File: config.mk
export PLATFORM = sky130hd
export DESIGN_NAME = cla_sub32_seq
export DESIGN_NICKNAME = d
export VERILOG_FILES = /design/src/rtl/cla_sub32_seq.sv
export SDC_FILE = /design/constraint.sdc
export NUM_CORES = 1
export LEC_CHECK = 0
export ABC_AREA = 1
export CORE_MARGIN = 2
export CORE_UTILIZATION = 40
export CTS_BUF_LIST = sky130_fd_sc_hd__clkbuf_4 sky130_fd_sc_hd__clkbuf_8 sky130_fd_sc_hd__clkbuf_16
export CTS_CLUSTER_DIAMETER = 150
export CTS_CLUSTER_SIZE = 25
export DETAILED_ROUTE_END_ITERATION = 8
export PLACE_DENSITY = 0.69
export SLEW_MARGIN = 20
export SYNTH_ARGS = -nofsm -noshare
export SYNTH_HDL_FRONTEND = slang
export SYNTH_SLANG_ARGS = --single-unit
File: constraint.sdc
create_clock -name clk -period 4.1 [get_ports clk]
set_input_delay 0.82 -clock clk [delete_from_list [all_inputs] [get_ports clk]]
set_output_delay 0.82 -clock clk [all_outputs]
set_load 0.02 [all_outputs]
File: src/rtl/cla_sub32_seq.sv
// Multi-cycle subtractor D = A - B - BIN (mod 2^WIDTH), SLICE bits per cycle
// through chained 4-bit carry-lookahead slices with a registered carry between cycles.
module cla_sub32_seq #(
  parameter int unsigned WIDTH = 32,
  parameter int unsigned SLICE = 8
) (
  input  logic             clk,
  input  logic             rst,
  input  logic             in_valid,
  output logic             in_ready,
  input  logic [WIDTH-1:0] A,
  input  logic [WIDTH-1:0] B,
  input  logic             BIN,
  output logic             out_valid,
  input  logic             out_ready,
  output logic [WIDTH-1:0] D,
  output logic             BOUT,
  output logic             OVF,
  output logic             Z
);

  localparam int unsigned N      = WIDTH / SLICE;
  localparam int unsigned NG     = SLICE / 4;
  localparam int unsigned STEP_W = $clog2(N);

  typedef logic [N-1:0][SLICE-1:0] word_t;
  typedef logic [NG-1:0][3:0]      slice_t;

  typedef enum logic [1:0] {
    IDLE = 2'd0,
    RUN  = 2'd1,
    DONE = 2'd2
  } state_t;

  state_t            state_q, state_d;
  logic [STEP_W-1:0] step_q, step_d;
  word_t             a_q, a_d;
  word_t             nb_q, nb_d;
  word_t             d_q, d_d;
  logic              carry_q, carry_d;
  logic              bout_q, bout_d;
  logic              ovf_q, ovf_d;
  logic              z_q, z_d;

  slice_t a_sl, nb_sl, s_sl;
  logic   c;

  function automatic logic [4:0] cla4(input logic [3:0] a, input logic [3:0] b,
                                      input logic cin);
    logic [3:0] g, p, cv;
    logic       c4;
    g     = a & b;
    p     = a ^ b;
    cv[0] = cin;
    cv[1] = g[0] | (p[0] & cin);
    cv[2] = g[1] | (p[1] & g[0]) | (p[1] & p[0] & cin);
    cv[3] = g[2] | (p[2] & g[1]) | (p[2] & p[1] & g[0]) | (p[2] & p[1] & p[0] & cin);
    c4    = g[3] | (p[3] & g[2]) | (p[3] & p[2] & g[1]) | (p[3] & p[2] & p[1] & g[0])
          | (p[3] & p[2] & p[1] & p[0] & cin);
    return {c4, p ^ cv};
  endfunction

  assign in_ready  = (state_q == IDLE) && !rst;
  assign out_valid = (state_q == DONE);
  assign D         = d_q;
  assign BOUT      = bout_q;
  assign OVF       = ovf_q;
  assign Z         = z_q;

  always_comb begin
    state_d = state_q;
    step_d  = step_q;
    a_d     = a_q;
    nb_d    = nb_q;
    d_d     = d_q;
    carry_d = carry_q;
    bout_d  = bout_q;
    ovf_d   = ovf_q;
    z_d     = z_q;

    // A + ~B + carry for the current slice, rippled across the 4-bit CLA groups.
    a_sl  = a_q[step_q];
    nb_sl = nb_q[step_q];
    s_sl  = '0;
    c     = carry_q;
    for (int unsigned k = 0; k < NG; k++) begin
      {c, s_sl[k]} = cla4(a_sl[k], nb_sl[k], c);
    end

    unique case (state_q)
      IDLE: begin
        if (in_valid) begin
          a_d     = A;
          nb_d    = ~B;
          carry_d = ~BIN;
          step_d  = '0;
          state_d = RUN;
        end
      end
      RUN: begin
        d_d[step_q] = s_sl;
        carry_d     = c;
        step_d      = step_q + 1'b1;
        if (step_q == STEP_W'(N - 1)) begin
          // B's sign bit is recovered from the stored complement.
          bout_d  = ~c;
          ovf_d   = (a_q[N-1][SLICE-1] == nb_q[N-1][SLICE-1]) &&
                    (d_d[N-1][SLICE-1] != a_q[N-1][SLICE-1]);
          z_d     = (d_d == '0);
          state_d = DONE;
        end
      end
      DONE: begin
        if (out_ready) state_d = IDLE;
      end
      default: state_d = IDLE;
    endcase
  end

  always_ff @(posedge clk) begin
    if (rst) begin
      state_q <= IDLE;
      step_q  <= '0;
      a_q     <= '0;
      nb_q    <= '0;
      d_q     <= '0;
      carry_q <= 1'b0;
      bout_q  <= 1'b0;
      ovf_q   <= 1'b0;
      z_q     <= 1'b0;
    end else begin
      state_q <= state_d;
      step_q  <= step_d;
      a_q     <= a_d;
      nb_q    <= nb_d;
      d_q     <= d_d;
      carry_q <= carry_d;
      bout_q  <= bout_d;
      ovf_q   <= ovf_d;
      z_q     <= z_d;
    end
  end

endmodule

# After elaboration in Yosys (flattened, before gate mapping)
# Cells that the tools add are included.
# op_classes
n_addsub	1
magnitude_cmp	2
n_eq_ne	8
mux	15
n_bitwise	61
n_reduce_logical	11
# op_table
operator	count
1-bit bitwise AND	32
8-bit binary-select mux with 2-bit select	2
32-bit bitwise mux	1
32-bit zero test	1
32-bit NOT	1
8-bit 2-to-1 mux	3
1-bit bitwise OR	20
8-bit demux with 2-bit select	1
4-bit XOR	4
4-bit bitwise AND	2
2-bit 2-to-1 mux	4
2-bit one-hot mux with 3 select lines	1
2-bit AND reduction	3
2-bit == test, second input constant	2
2-bit inequality test, second input constant	2
2-bit one-hot mux with 2 select lines	1
1-bit logical AND	3
2-bit by 3-bit < comparator with 1-bit output, second input constant	1
3-bit AND reduction	1
2-bit by 1-bit adder with 2-bit output, second input constant	1
2-bit by 1-bit == test with 1-bit output, second input constant	1
2-bit by 1-bit greater-or-equal comparator with 1-bit output, second input constant	1
2-bit zero test	1
2-bit by 1-bit inequality test with 1-bit output, second input constant	1
7 further kinds	8
# word_totals
register_bits	104
out_inout_bits	37
elab_cells	116

# Longest topological paths before layout
# logic_depth
depth_word	14
mapped_depth	24
depth_no_buf	22

# Worst setup path after synthesis
# Ideal clock, no wire load.
# synth_path
kind	register to register
from	register step_q[0]
to	register z_q (netlist: Z)
arrival_time_ns	3.131
required_ns	4.030
setup_slack_ns	0.898
stages_incl_launch_ff	25
path_buffers	2
period_less_slack_ns	3.202
path_cell_list	dfxtp_1 > clkbuf_1 > clkinv_1 > clkbuf_1 > o21ai_0 > o22ai_1 > ha_1 > inv_2 > nand2_1 > nand3_1 > nand2_2 > fa_1 > inv_1 > nand2_1 > o21ai_0 > nand2_1 > nor2_1 > nand2_1 > nor2_1 > nand2_1 > nor2_1 > nand4_1 > nor2_1 > nand3_1 > a21oi_1
# synth_between
elab_chain_len	13
word_cells_on_any_way	60
# synth_lines
element	line	rtl
start: declaration	36	logic [STEP_W-1:0] step_q, step_d;
start signal: assignment	133	step_q <= step_d;
8-bit binary-select mux with 2-bit select, on equally long branches	82, 83	
8-bit 2-to-1 mux, on equally long branches	82, 83	
4-bit XOR / 4-bit bitwise AND (equally long branches)	53, 52	
1-bit bitwise AND, on equally long branches	58, 59	
1-bit bitwise OR (tied with other cells) (2 in series)	58	c4 = g[3] | (p[3] & g[2]) | (p[3] & p[2] & g[1]) | (p[3] & p[2] & p[1] & g[0])
1-bit bitwise OR / 1-bit bitwise AND (equally long branches)	58, 59	
1-bit bitwise OR	59	| (p[3] & p[2] & p[1] & p[0] & cin);
1-bit bitwise AND, on equally long branches	55, 56, 57	
1-bit bitwise OR, on equally long branches	55, 56, 57	
4-bit XOR	60	return {c4, p ^ cv};
32-bit bitwise mux	101	d_d[step_q] = s_sl;
32-bit zero test	109	z_d = (d_d == '0);
end signal: assignment	140	z_q <= z_d;
end: declaration	43	logic z_q, z_d;
# Parallel ways exist; a longest one is shown, timed or not. The select of a mux whose other input is x is not followed.
# A chain may end at the register's enable or synchronous reset.

# Worst setup path in the final report
# layout_path
from	register step_q[1]
to	register z_q (netlist: Z)
# The elaborated chain is that of the path after synthesis.

==> summary.md <==
| Metric | Value |
|---|---|
| Max Buffers Root-to-Sink | 2 |
| Crit Path Max Fanout | 20 |
| Worst reg-to-reg setup slack | about 0.55 ns |
| Unique masters post-synth | 29 |
| Required @ worst endpoint | ~4.4 ns |
| Vias | just under 5000 |
| Sink Count | 104 |
| Post-Place Cells | 933 |
| ANT cells | 0 |
| Sequential standard cell area | approximately 2100 µm² |
| R2R cell count | 22 |
| Chip width | around 110 µm |
| Setup TNS Final | 0 ns |
| Leak pwr | 2.75 nW |
| Synth area leader | dfxtp_1 |
| Core Footprint | between 10000 and 15000 µm² |
| Sequential area share after synthesis | 0.423 |
| Inserted Clock Buffers | 9 |
| Post-Synthesis Net Count | ~800 |
| Gate power share | 0.258 |
| Setup CP Type | reg2reg |
| Main synth FF type | dfxtp_1 |
| Clk_lat worst skew | 0.35 ns |
| Io pins | between 100 and 150 |
| Die Span Y | between 100 and 150 µm |
| Site Rows | 40 |
| Syn. warnings | 0 |
| Share of post-route cells with drive strength above 1 | 0.0387 |
| DR iter-0 viols | approximately 350 |
| Hold Buf Count CTS | 0 |
| Rel. slew slack | 0.535 |
| Maximum operating frequency | 282 MHz |
| Async set-or-reset flop fraction in the synthesized netlist | 0 |
| CTS clk-pin slew, worst paths | 0.07 ns |
| Final RePlAce weighted congestion | ~0.95 |
| Htree depth | 3 |
| Share of the synthesized area in the top cell type | 0.423 |
| Count leader, synth | nor2_1 |
| Routed len/inst | roughly 15 µm |
| RSZ-0062 raised after global routing | no |
| Crit share post-route | 0.866 |
| Starting density of the core | 0.409 |
| Post-Syn Area | roughly 5000 µm² |
| Count of final setup violators | 0 |
| Pwr per Cell Area | approximately 420 nW/µm² |
| Peak supply drop | 0.000194 V |
| Most frequent cells after synthesis | 127 x nor2_1, 124 x o21ai_0, 114 x nand2_1 |
| Area of the multi-input gates | approximately 2400 µm² |
| Count of final hold-check violations | 0 |
| Least-Margin Pin Slew | just under 0.7 ns |
| Drt pass-1 iters | 5 |
| Global-route wire length before repair | 22.3 mm |
| CTS tree | done |
| Max-cap violation count | 0 |
| Tot GR Track Use | 0.211 |
| RR Endpoint | Z$_SDFFE_PP0P_ |
| Gr ovfl total | 0 |
| # fillers | around 1200 |
| Worst hold path type | reg2reg |
| Cells after synthesis | approximately 700 |
| Arr. time, crit path | ~3.8 ns |
| Setup crit end | Z$_SDFFE_PP0P_ |
| Share of power burned in registers | 0.428 |
| Crit path from | step_q[1]$_SDFFE_PP0P_ |
| Largest net degree at the start of global routing | 83 |
| Net Switching | roughly 0.90 mW |
| Synth area leaders | dfxtp_1 42%, o21ai_0 13%, nor2_1 9.7% |
| Number of global-route vias before repair | around 4600 |
| DR DRC count | 0 |
| Critical Path Sink Type | flip-flop |
| Input/output buffers | approximately 110 |
| EDFF count, synth | 0 |
| Reg2reg start | step_q[1]$_SDFFE_PP0P_ |
| CTS Root Buffer Type | clkbuf_16 |
| Full die area | approximately 13000 µm² |
| Clock network fraction of total power | 0.315 |
| Synthesized area per cell | about 7 µm² |
| Int Pwr | between 1.5 and 2 mW |
| Seq cells post-synth | about 100 |
| Area Overhead vs Synth | 29.1% |
| Post-CTS setup buffer count | 0 |
| Detail-routed via count per cell | about 5.2 |
| Cts repair resizes | 0 |
| Pins Over Slew Limit | 0 |
| Dpl hpwl | approximately 10 mm |
| Sw Share | 0.333 |
| Post-DRT Antenna Nets | 0 |
| Hold_ws | 0.470 ns |
| Post-layout min period | between 3 and 4 ns |
| Drt total wl | between 10 and 15 mm |
| Worst Skew | between 0.01 and 0.015 ns |
| # nets final | 880 |
| Non-filler cells, final | about 950 |
| Setup crit start kind | flip-flop |
| Status | completed |
| Initial antenna violation count | 0 |
==> metrics by stage <==
stage          utilization  total power [mW]  setup WS, ns  cell area (µm²)
2_1_floorplan            -              1.61         0.898             4920
4_1_cts              0.529              2.70         0.615             6350
6_report             0.529              2.70         0.548             6350
3_3_place_gp         0.504              1.85         0.806             6050
5_1_grt              0.529              2.85         0.205             6350
3_5_place_dp         0.504              1.86         0.688             6050
==> critical path, stage by stage (launching register included) <==
cell and delay (ns):
dfxtp_1 0.34, clkinv_1 0.37, a21oi_1 0.29, a32oi_1 0.11, ha_1 0.34, nand2_1 0.08
nand2_1 0.09, nand3_1 0.10, nand2_2 0.07, fa_1 0.42, inv_1 0.12, nand2_1 0.06
o21ai_0 0.14, nand2_1 0.10, nor2_1 0.11, nand2_1 0.08, nor2_1 0.09, nand2_1 0.06
nor2_1 0.10, nand4_1 0.10, nor2_1 0.10, nand3_1 0.07, a21oi_1 0.11
==> metal layers <==
layer / global-route usage / part of all wire / routed length, µm
met1: 0.276 / 0.45 / 6190
met4: 0.0747 / 0.027 / 367
met3: 0.0348 / 0.061 / 838
met2: 0.352 / 0.46 / 6420
met5: 0 / 0 / 0
==> kinds of logic after synthesis <==
kind of cell / Yosys count / share of synthesized area
compound gates: 218 / 0.234
fa+ha+maj: 14 / 0.0387
buf+inv: 104 / 0.0817
flops: 104 / 0.423
simple gates: 276 / 0.222
==> cell type report <==
type,count,area share
inverters,61,0.0361
clock inverters,7,0.0112
flip-flops and latches,104,0.328
repair buffers,113,0.177
multi-input cells,508,0.383
clock buffers,9,0.0355
well taps,147,0.0290
==> how the worst min path moves through the flow <==
| stage | depth (start not counted) | slack, ns | to | from |
|---|---|---|---|---|
| after floorplan | 2 | 0.45 | a_q[17]$_SDFFE_PP0P_ | a_q[17]$_SDFFE_PP0P_ |
| after detailed placement | 2 | 0.46 | OVF$_SDFFE_PP0P_ | OVF$_SDFFE_PP0P_ |
| after global routing | 2 | 0.49 | OVF$_SDFFE_PP0P_ | OVF$_SDFFE_PP0P_ |
| after CTS | 2 | 0.47 | OVF$_SDFFE_PP0P_ | OVF$_SDFFE_PP0P_ |
| after global placement | 2 | 0.46 | OVF$_SDFFE_PP0P_ | OVF$_SDFFE_PP0P_ |
| final | 2 | 0.47 | OVF$_SDFFE_PP0P_ | OVF$_SDFFE_PP0P_ |
==> layout by cell type, fill, tap and decap left out, types with 3 or more instances in the layout <==
cell	n
nor2_1	127
o21ai_0	124
nand2_1	114
clkdlybuf4s50_1	105
dfxtp_1	104
a21oi_1	56
inv_1	54
nand3_1	27
o22ai_1	14
ha_1	12
o211ai_1	9
clkbuf_16	9
o21ai_1	7
buf_4	7
inv_2	4
clkinv_1	3
inv_6	3
==> sequential cells by signal (all words and copies together) (netlist names) <==
signal   count
BOUT         1
D           32
OVF          1
Z            1
a_q         32
carry_q      1
nb_q        32
state_q      2
step_q       2
==> power by group through the flow <==
| stage | clock (mW) | sequential [mW] | combinational (mW) |
|---|---|---|---|
| final | 0.848 | 1.15 | 0.696 |
| after global routing | 0.902 | 1.16 | 0.786 |
| after CTS | 0.861 | 1.15 | 0.692 |
| after detailed placement | 0 | 1.17 | 0.687 |
| after global placement | 0 | 1.17 | 0.673 |
| after floorplan | 0 | 1.18 | 0.431 |
Power figures use the tool's default switching activity.
